[config.mk]
export PLATFORM = sky130hd
export DESIGN_NAME = parking_lot_sensor_gen_flat
export DESIGN_NICKNAME = d
export VERILOG_FILES = /design/src/rtl/parking_lot_sensor_gen_pkg.sv /design/src/rtl/parking_lot_sensor_gen_if.sv /design/src/rtl/parking_lot_sensor_gen_dwell_timer.sv /design/src/rtl/parking_lot_sensor_gen.sv /design/src/flat_wrapper.sv
export SDC_FILE = /design/constraint.sdc
export NUM_CORES = 1
export LEC_CHECK = 0
export BUFFER_PORTS_ARGS = -buffer_cell sky130_fd_sc_hd__buf_2
export CAP_MARGIN = 20
export CELL_PAD_IN_SITES_DETAIL_PLACEMENT = 1
export CELL_PAD_IN_SITES_GLOBAL_PLACEMENT = 1
export CORE_MARGIN = 8
export CORE_UTILIZATION = 41
export CTS_CLUSTER_DIAMETER = 200
export DETAILED_ROUTE_END_ITERATION = 12
export HOLD_SLACK_MARGIN = 0.05
export PLACE_DENSITY = 0.91
export SYNTH_ARGS = -nofsm -noshare
export SYNTH_HDL_FRONTEND = slang
export SYNTH_SLANG_ARGS = --single-unit
[constraint.sdc]
create_clock -name clk -period 2.2 [get_ports clk]
set_clock_uncertainty 0.15 [all_clocks]
set_input_delay 0.66 -clock clk [delete_from_list [all_inputs] [get_ports clk]]
set_output_delay 0.66 -clock clk [all_outputs]
set_load 0.1 [all_outputs]
[src/rtl/parking_lot_sensor_gen_pkg.sv]
// Shared definitions for the parking-lot two-beam sensor interface.
// Used by the stimulus generator (parking_lot_sensor_gen) and by the
// entry/exit detector on the receiving end, so both agree on state names
// and on the {a,b} sensor codes.
//   gen_state_t : generator sequence states
//   dir_t       : direction of the car being played back
//   SENS_*      : {a,b} codes (a = outer beam, b = inner beam)
package parking_lot_pkg;

    typedef enum logic [2:0] {IDLE, PH1, PH2, PH3, GAP, DONE} gen_state_t;
    typedef enum logic {ENTER, EXIT} dir_t;

    localparam logic [1:0] SENS_CLEAR = 2'b00;
    localparam logic [1:0] SENS_A     = 2'b10;
    localparam logic [1:0] SENS_AB    = 2'b11;
    localparam logic [1:0] SENS_B     = 2'b01;

    // Beam pattern for a state; exit is the mirror image of entry.
    function automatic logic [1:0] sens_code(gen_state_t s, dir_t d);
        case (s)
            PH1:     return (d == ENTER) ? SENS_A : SENS_B;
            PH2:     return SENS_AB;
            PH3:     return (d == ENTER) ? SENS_B : SENS_A;
            default: return SENS_CLEAR;
        endcase
    endfunction

endpackage

[src/rtl/parking_lot_sensor_gen_if.sv]
// Request/sensor bundle between a requester (switches, bench) and the
// sensor generator.
//   start_enter, start_exit, dwell : requests and per-phase hold length
//   a, b                           : outer/inner beam blocked
//   busy, done                     : sequence in progress / end pulse
//   enter_cnt, exit_cnt            : completed sequence counters
// Modports: master = requester, slave = generator.
interface parking_lot_sensor_gen_if #(
    parameter int CW = 8,
    parameter int DW = 4
);
    logic          start_enter;
    logic          start_exit;
    logic [DW-1:0] dwell;
    logic          a;
    logic          b;
    logic          busy;
    logic          done;
    logic [CW-1:0] enter_cnt;
    logic [CW-1:0] exit_cnt;

    modport master (
        output start_enter, start_exit, dwell,
        input  a, b, busy, done, enter_cnt, exit_cnt
    );

    modport slave (
        input  start_enter, start_exit, dwell,
        output a, b, busy, done, enter_cnt, exit_cnt
    );
endinterface

[src/rtl/parking_lot_sensor_gen_dwell_timer.sv]
// Phase dwell timer: loadable down-counter that holds at zero.
//   clk, reset : clock, synchronous active-high reset (count -> 0)
//   load       : load load_val this cycle (takes priority over counting)
//   load_val   : value to load (phase length minus one)
//   expire     : count is zero, i.e. this is the last cycle of the phase
module dwell_timer #(
    parameter int DW = 4
) (
    input  logic          clk,
    input  logic          reset,
    input  logic          load,
    input  logic [DW-1:0] load_val,
    output logic          expire
);

    logic [DW-1:0] count_q;
    logic [DW-1:0] count_d;

    always_comb begin
        count_d = count_q;
        if (load) begin
            count_d = load_val;
        end else if (count_q != '0) begin
            count_d = count_q - DW'(1);
        end
    end

    always_ff @(posedge clk) begin
        if (reset) begin
            count_q <= '0;
        end else begin
            count_q <= count_d;
        end
    end

    assign expire = (count_q == '0);

endmodule

[src/rtl/parking_lot_sensor_gen.sv]
// Two-beam photo-sensor waveform generator. Plays back the {a,b} pattern a
// car makes entering or exiting the lot, each phase held L = max(dwell,1)
// cycles, followed by an L-cycle clear gap and a one-cycle DONE.
//   clk, reset : clock, synchronous active-high reset
//   bus        : parking_lot_sensor_gen_if.slave (requests in, sensor
//                code, status and completed-car counters out)
// All outputs decode from registered state only.
module parking_lot_sensor_gen
    import parking_lot_pkg::*;
#(
    parameter int CW = 8,
    parameter int DW = 4
) (
    input  logic                     clk,
    input  logic                     reset,
    parking_lot_sensor_gen_if.slave  bus
);

    gen_state_t    state_q, state_d;
    dir_t          dir_q, dir_d;
    logic [DW-1:0] len_q, len_d;
    logic [CW-1:0] enter_cnt_q, enter_cnt_d;
    logic [CW-1:0] exit_cnt_q, exit_cnt_d;

    logic          tmr_load;
    logic [DW-1:0] tmr_load_val;
    logic          tmr_expire;
    logic [DW-1:0] dwell_eff;

    // A zero dwell would make phases vanish; clamp to one cycle.
    assign dwell_eff = (bus.dwell == '0) ? DW'(1) : bus.dwell;

    dwell_timer #(.DW(DW)) u_timer (
        .clk      (clk),
        .reset    (reset),
        .load     (tmr_load),
        .load_val (tmr_load_val),
        .expire   (tmr_expire)
    );

    always_comb begin
        state_d      = state_q;
        dir_d        = dir_q;
        len_d        = len_q;
        tmr_load     = 1'b0;
        tmr_load_val = len_q - DW'(1);
        case (state_q)
            IDLE: begin
                // Entry wins a tie; the exit request is dropped, not queued.
                if (bus.start_enter || bus.start_exit) begin
                    state_d      = PH1;
                    dir_d        = bus.start_enter ? ENTER : EXIT;
                    len_d        = dwell_eff;
                    tmr_load     = 1'b1;
                    tmr_load_val = dwell_eff - DW'(1);
                end
            end
            PH1: if (tmr_expire) begin state_d = PH2;  tmr_load = 1'b1; end
            PH2: if (tmr_expire) begin state_d = PH3;  tmr_load = 1'b1; end
            PH3: if (tmr_expire) begin state_d = GAP;  tmr_load = 1'b1; end
            GAP: if (tmr_expire) begin state_d = DONE; tmr_load = 1'b1; end
            DONE:    state_d = IDLE;
            default: state_d = IDLE;
        endcase
    end

    // Counters step on the edge leaving DONE, so an abandoned sequence
    // never counts.
    always_comb begin
        enter_cnt_d = enter_cnt_q;
        exit_cnt_d  = exit_cnt_q;
        if (state_q == DONE) begin
            if (dir_q == ENTER) enter_cnt_d = enter_cnt_q + CW'(1);
            else                exit_cnt_d  = exit_cnt_q + CW'(1);
        end
    end

    always_ff @(posedge clk) begin
        if (reset) begin
            state_q     <= IDLE;
            dir_q       <= ENTER;
            enter_cnt_q <= '0;
            exit_cnt_q  <= '0;
        end else begin
            state_q     <= state_d;
            dir_q       <= dir_d;
            enter_cnt_q <= enter_cnt_d;
            exit_cnt_q  <= exit_cnt_d;
        end
    end

    // Phase length is only read while a sequence runs; it is always
    // written on start, so it carries no reset.
    always_ff @(posedge clk) begin
        len_q <= len_d;
    end

    assign {bus.a, bus.b} = sens_code(state_q, dir_q);
    assign bus.busy       = (state_q != IDLE);
    assign bus.done       = (state_q == DONE);
    assign bus.enter_cnt  = enter_cnt_q;
    assign bus.exit_cnt   = exit_cnt_q;

endmodule

[src/flat_wrapper.sv]
// flat-port wrapper written by rule: the top's interface ports become plain ports
module parking_lot_sensor_gen_flat import parking_lot_pkg::*;
#(
    parameter int CW = 8,
    parameter int DW = 4
)
  (clk, reset, bus_start_enter, bus_start_exit, bus_dwell, bus_a, bus_b, bus_busy, bus_done, bus_enter_cnt, bus_exit_cnt);
  parking_lot_sensor_gen_if #(.CW(CW), .DW(DW)) bus_i ();
  input  logic clk;
  input  logic reset;
  input wire logic [$bits(bus_i.start_enter)-1:0] bus_start_enter;
  input wire logic [$bits(bus_i.start_exit)-1:0] bus_start_exit;
  input wire logic [$bits(bus_i.dwell)-1:0] bus_dwell;
  output wire logic [$bits(bus_i.a)-1:0] bus_a;
  output wire logic [$bits(bus_i.b)-1:0] bus_b;
  output wire logic [$bits(bus_i.busy)-1:0] bus_busy;
  output wire logic [$bits(bus_i.done)-1:0] bus_done;
  output wire logic [$bits(bus_i.enter_cnt)-1:0] bus_enter_cnt;
  output wire logic [$bits(bus_i.exit_cnt)-1:0] bus_exit_cnt;
  assign bus_i.start_enter = bus_start_enter;
  assign bus_i.start_exit = bus_start_exit;
  assign bus_i.dwell = bus_dwell;
  assign bus_a = bus_i.a;
  assign bus_b = bus_i.b;
  assign bus_busy = bus_i.busy;
  assign bus_done = bus_i.done;
  assign bus_enter_cnt = bus_i.enter_cnt;
  assign bus_exit_cnt = bus_i.exit_cnt;
  parking_lot_sensor_gen #(.CW(CW), .DW(DW)) u_core (.clk(clk), .reset(reset), .bus(bus_i));
endmodule
==> impl_metrics.yaml <==
status:
  outcome: "completed"
synthesis:
  synth_top_family_by_area: "simple AND/OR/NAND/NOR gates"
  synthFlopType: "dfxtp_1"
  yosys.area_share.simple_pct: 25.2
  synth_seq_cells: 28
  synth_mux_area_share_pct: 2.74
  yosysUniqueCellTypes: 41
  ys_seq_area_share_pct: 41.1
  synth_nets: 175
  async_flop_share_pct: 0
  synth-xor-area-share_pct: 12.0
  synth_cells: 162
  avgSynthCellArea_um2: 9.02
  synth_edf_count: 4
  synth-compound-area-share_pct: 8.65
  synth_fa_ha_area_share_pct: 4.28
  syn-cell-area_um2: 1460
  yosysWarnings: 0
routing:
  wl_mm: 3.78
  via_per_inst: 5.36
  drc: 0
  dr.pass1.iters: 4
  num_vias: 1264
  drt-initial-drc-count: 55
  ant_nets: 0
  wl_per_cell_um: 16.0
worst_setup_path:
  crit_path_start_kind: "flip-flop"
  critPathArrivalTime_ps: 1330
  ff2ff_path_depth: 6
  cp.required_ps: 1390
  cp_max_fo: 4
  r2r_end: "u_core.u_timer.count_q[0]"
  critPathKind: "reg -> out"
  rrSetupSlack_ps: 160
  r2r-start: "u_core.u_timer.count_q[0]"
  worstSetupEndpointType: "primary output"
floorplanning:
  io_pins: 28
  die_area_um2: 5730
  core_area_um2: 3390
  initial_core_util_pct: 43.1
  die_h_um: 75.7
  die-width_um: 75.7
  rows: 21
cts:
  cts.sinks: 28
  cts_buffers: 3
  htreeDepth: 1
  worstSkewPairLatency_ps: 340
  cts_tree: "done"
  clk_pin_slew_ps: 150
  cts_root_buf: "clkbuf_4"
  hold_buffers: 0
  clock_path_buffers: 2
timing:
  tightest_slew_ps: 509
  rsz0062_at_grt: "yes"
  period_share_pct: 97.1
  drv_slew: 0
  max_slew_margin_pct: 65.9
  hold_viol: 0
  setup_viol_count_final: 0
  setup_tns_ps: 0
  finalCriticalPeriod_ps: 2140
  fmax_mhz: 468
global_route:
  grt_pass1_vias: 1334
  grt-ovfl-total: 0
  grt_use_total_pct: 14.6
  grt_first_pass_wirelength_mm: 6.42
  grt_max_degree: 25
  antenna_found_initial: 0
power:
  leakagePower_nw: 0.764
  peakVddDrop_mv: 0.944
  p_per_area_nw_per_um2: 1210
final_layout:
  layout-drive-gt1-share_pct: 27.9
  n_antenna_cell: 0
  final_util_pct: 53.3
  syn2layout_area_growth_pct: 23.5
  fillers: 400
  finalNetCount: 204
placed_design:
  gp_congestion: 0.794
  dp_hpwl_mm: 2.80
  port_buffers: 27
hold_path:
  holdPathEnd: "u_core.dir_q"
  hold_path.startpoint: "bus_start_enter"
  hp-class: "in -> reg"
  hold-path-cell-count: 2
flow_run:
  maxCapViolations: 0
==> final cells by class <==
type	instances	area (µm²)	area share [%]
Clock buffer	4	36.3	2.01
Inverter	8	33.8	1.87
Multi-Input combinational cell	115	810	44.8
Sequential cell	28	613	34.0
Tap cell	46	57.6	3.19
Timing Repair Buffer	35	255	14.1
==> logic make-up after synthesis <==
| logic type | after synthesis |
|---|---|
| XOR/XNOR | 20 |
| buffers and inverters | 19 |
| multiplexers | 4 |
| AND/OR/NAND/NOR | 67 |
| AO/OA/AOI/OAI | 19 |
| adder cells (fa/ha/maj) | 5 |
| flip-flops | 28 |
==> per-layer routing <==
| metal | GRT usage [%] | wire, µm |
|---|---|---|
| met1 | 17.0 | 1590 |
| met2 | 25.0 | 1950 |
| met3 | 2.89 | 170 |
| met4 | 6.61 | 71 |
| met5 | 0 | 0 |
==> worst max-delay path, stage by stage, from the launching register on <==
cell	delay, ps
dfxtp_4	400
buf_4	150
xnor2_2	140
nor2_4	130
buf_12	180
==> timing repair <==
action / 4_1_cts / 5_1_grt
setup buffers: 2 / 3
gates resized for setup: 4 / 8
gates cloned: 0 / 0
endpoints found under the setup margin: 4 / 4
pin swaps: 1 / 2
==> state kept, by name, indices dropped and copies added (netlist names) <==
| name | flops |
|---|---|
| u_core.bus.enter_cnt | 8 |
| u_core.bus.exit_cnt | 8 |
| u_core.u_timer.count_q | 4 |
| u_core.state_q | 3 |
| u_core.dir_q | 1 |
| u_core.len_q | 4 |
==> placed cells by master (no fill, tap or decap), types with 2 or more instances in the layout <==
master	n
nand2_1	10
edfxtp_1	4
dfxtp_4	3
a21oi_1	6
xor2_1	11
clkbuf_4	3
xnor2_2	2
buf_12	4
nor3_1	10
nor2_4	2
ha_1	5
nor2_1	19
nand4_1	7
or3_1	3
and3_1	4
xnor2_1	7
buf_4	8
a211oi_1	4
buf_2	23
inv_1	6
mux2i_1	4
dfxtp_1	20
==> synth_stat cells (2+ instances only) <==
cell      number  share of area [%]
buf_2          2               0.68
a211oi_1       4                2.1
edfxtp_1       4                8.2
nor3_1        10                3.4
dfxtp_1       24                 33
xor2_1        11                6.6
clkbuf_1       6                1.5
buf_4          2                1.0
mux2i_1        4                2.7
ha_1           5                4.3
inv_1          7                1.8
a21oi_1        6                2.1
nand4_1        7                3.0
or3_1          3                1.3
nand2_1       10                2.6
and3_1         4                1.7
xnor2_1        9                5.4
nor2_1        21                5.4
==> how the worst max path moves through the flow <==
stage | from | to | slack [ps]
after global placement | u_core.state_q[0] | bus_a | 260
final | u_core.state_q[1] | bus_a | 60
after global routing | u_core.state_q[1] | bus_b | -8
after CTS | u_core.state_q[0] | bus_a | -8
after floorplan | u_core.state_q[2] | bus_done | -60
after detailed placement | bus_dwell[1] | u_core.u_timer.count_q[2] | 80
==> where the power goes <==
part | internal (W) | total (W) | switching, W
clock network | 0.000102 | 0.000256 | 0.000155
registers | 0.000614 | 0.000706 | 0.0000915
logic | 0.000504 | 0.00121 | 0.000710
total | 0.00122 | 0.00218 | 0.000956
==> stage by stage <==
step / hold slack, ps / setup slack (ps) / total power [W] / std cells / instance area [µm²]
floorplan: 383 / -55.6 / 0.00150 / 162 / 1480
global placement: 334 / 258 / 0.00175 / 227 / 1690
detailed placement: 358 / 80.2 / 0.00180 / 227 / 1690
CTS: 371 / -8.43 / 0.00210 / 233 / 1750
global route: 354 / -8.49 / 0.00231 / 236 / 1810
finish: 377 / 62.9 / 0.00218 / 236 / 1810
(Power assumes the default switching activity.)
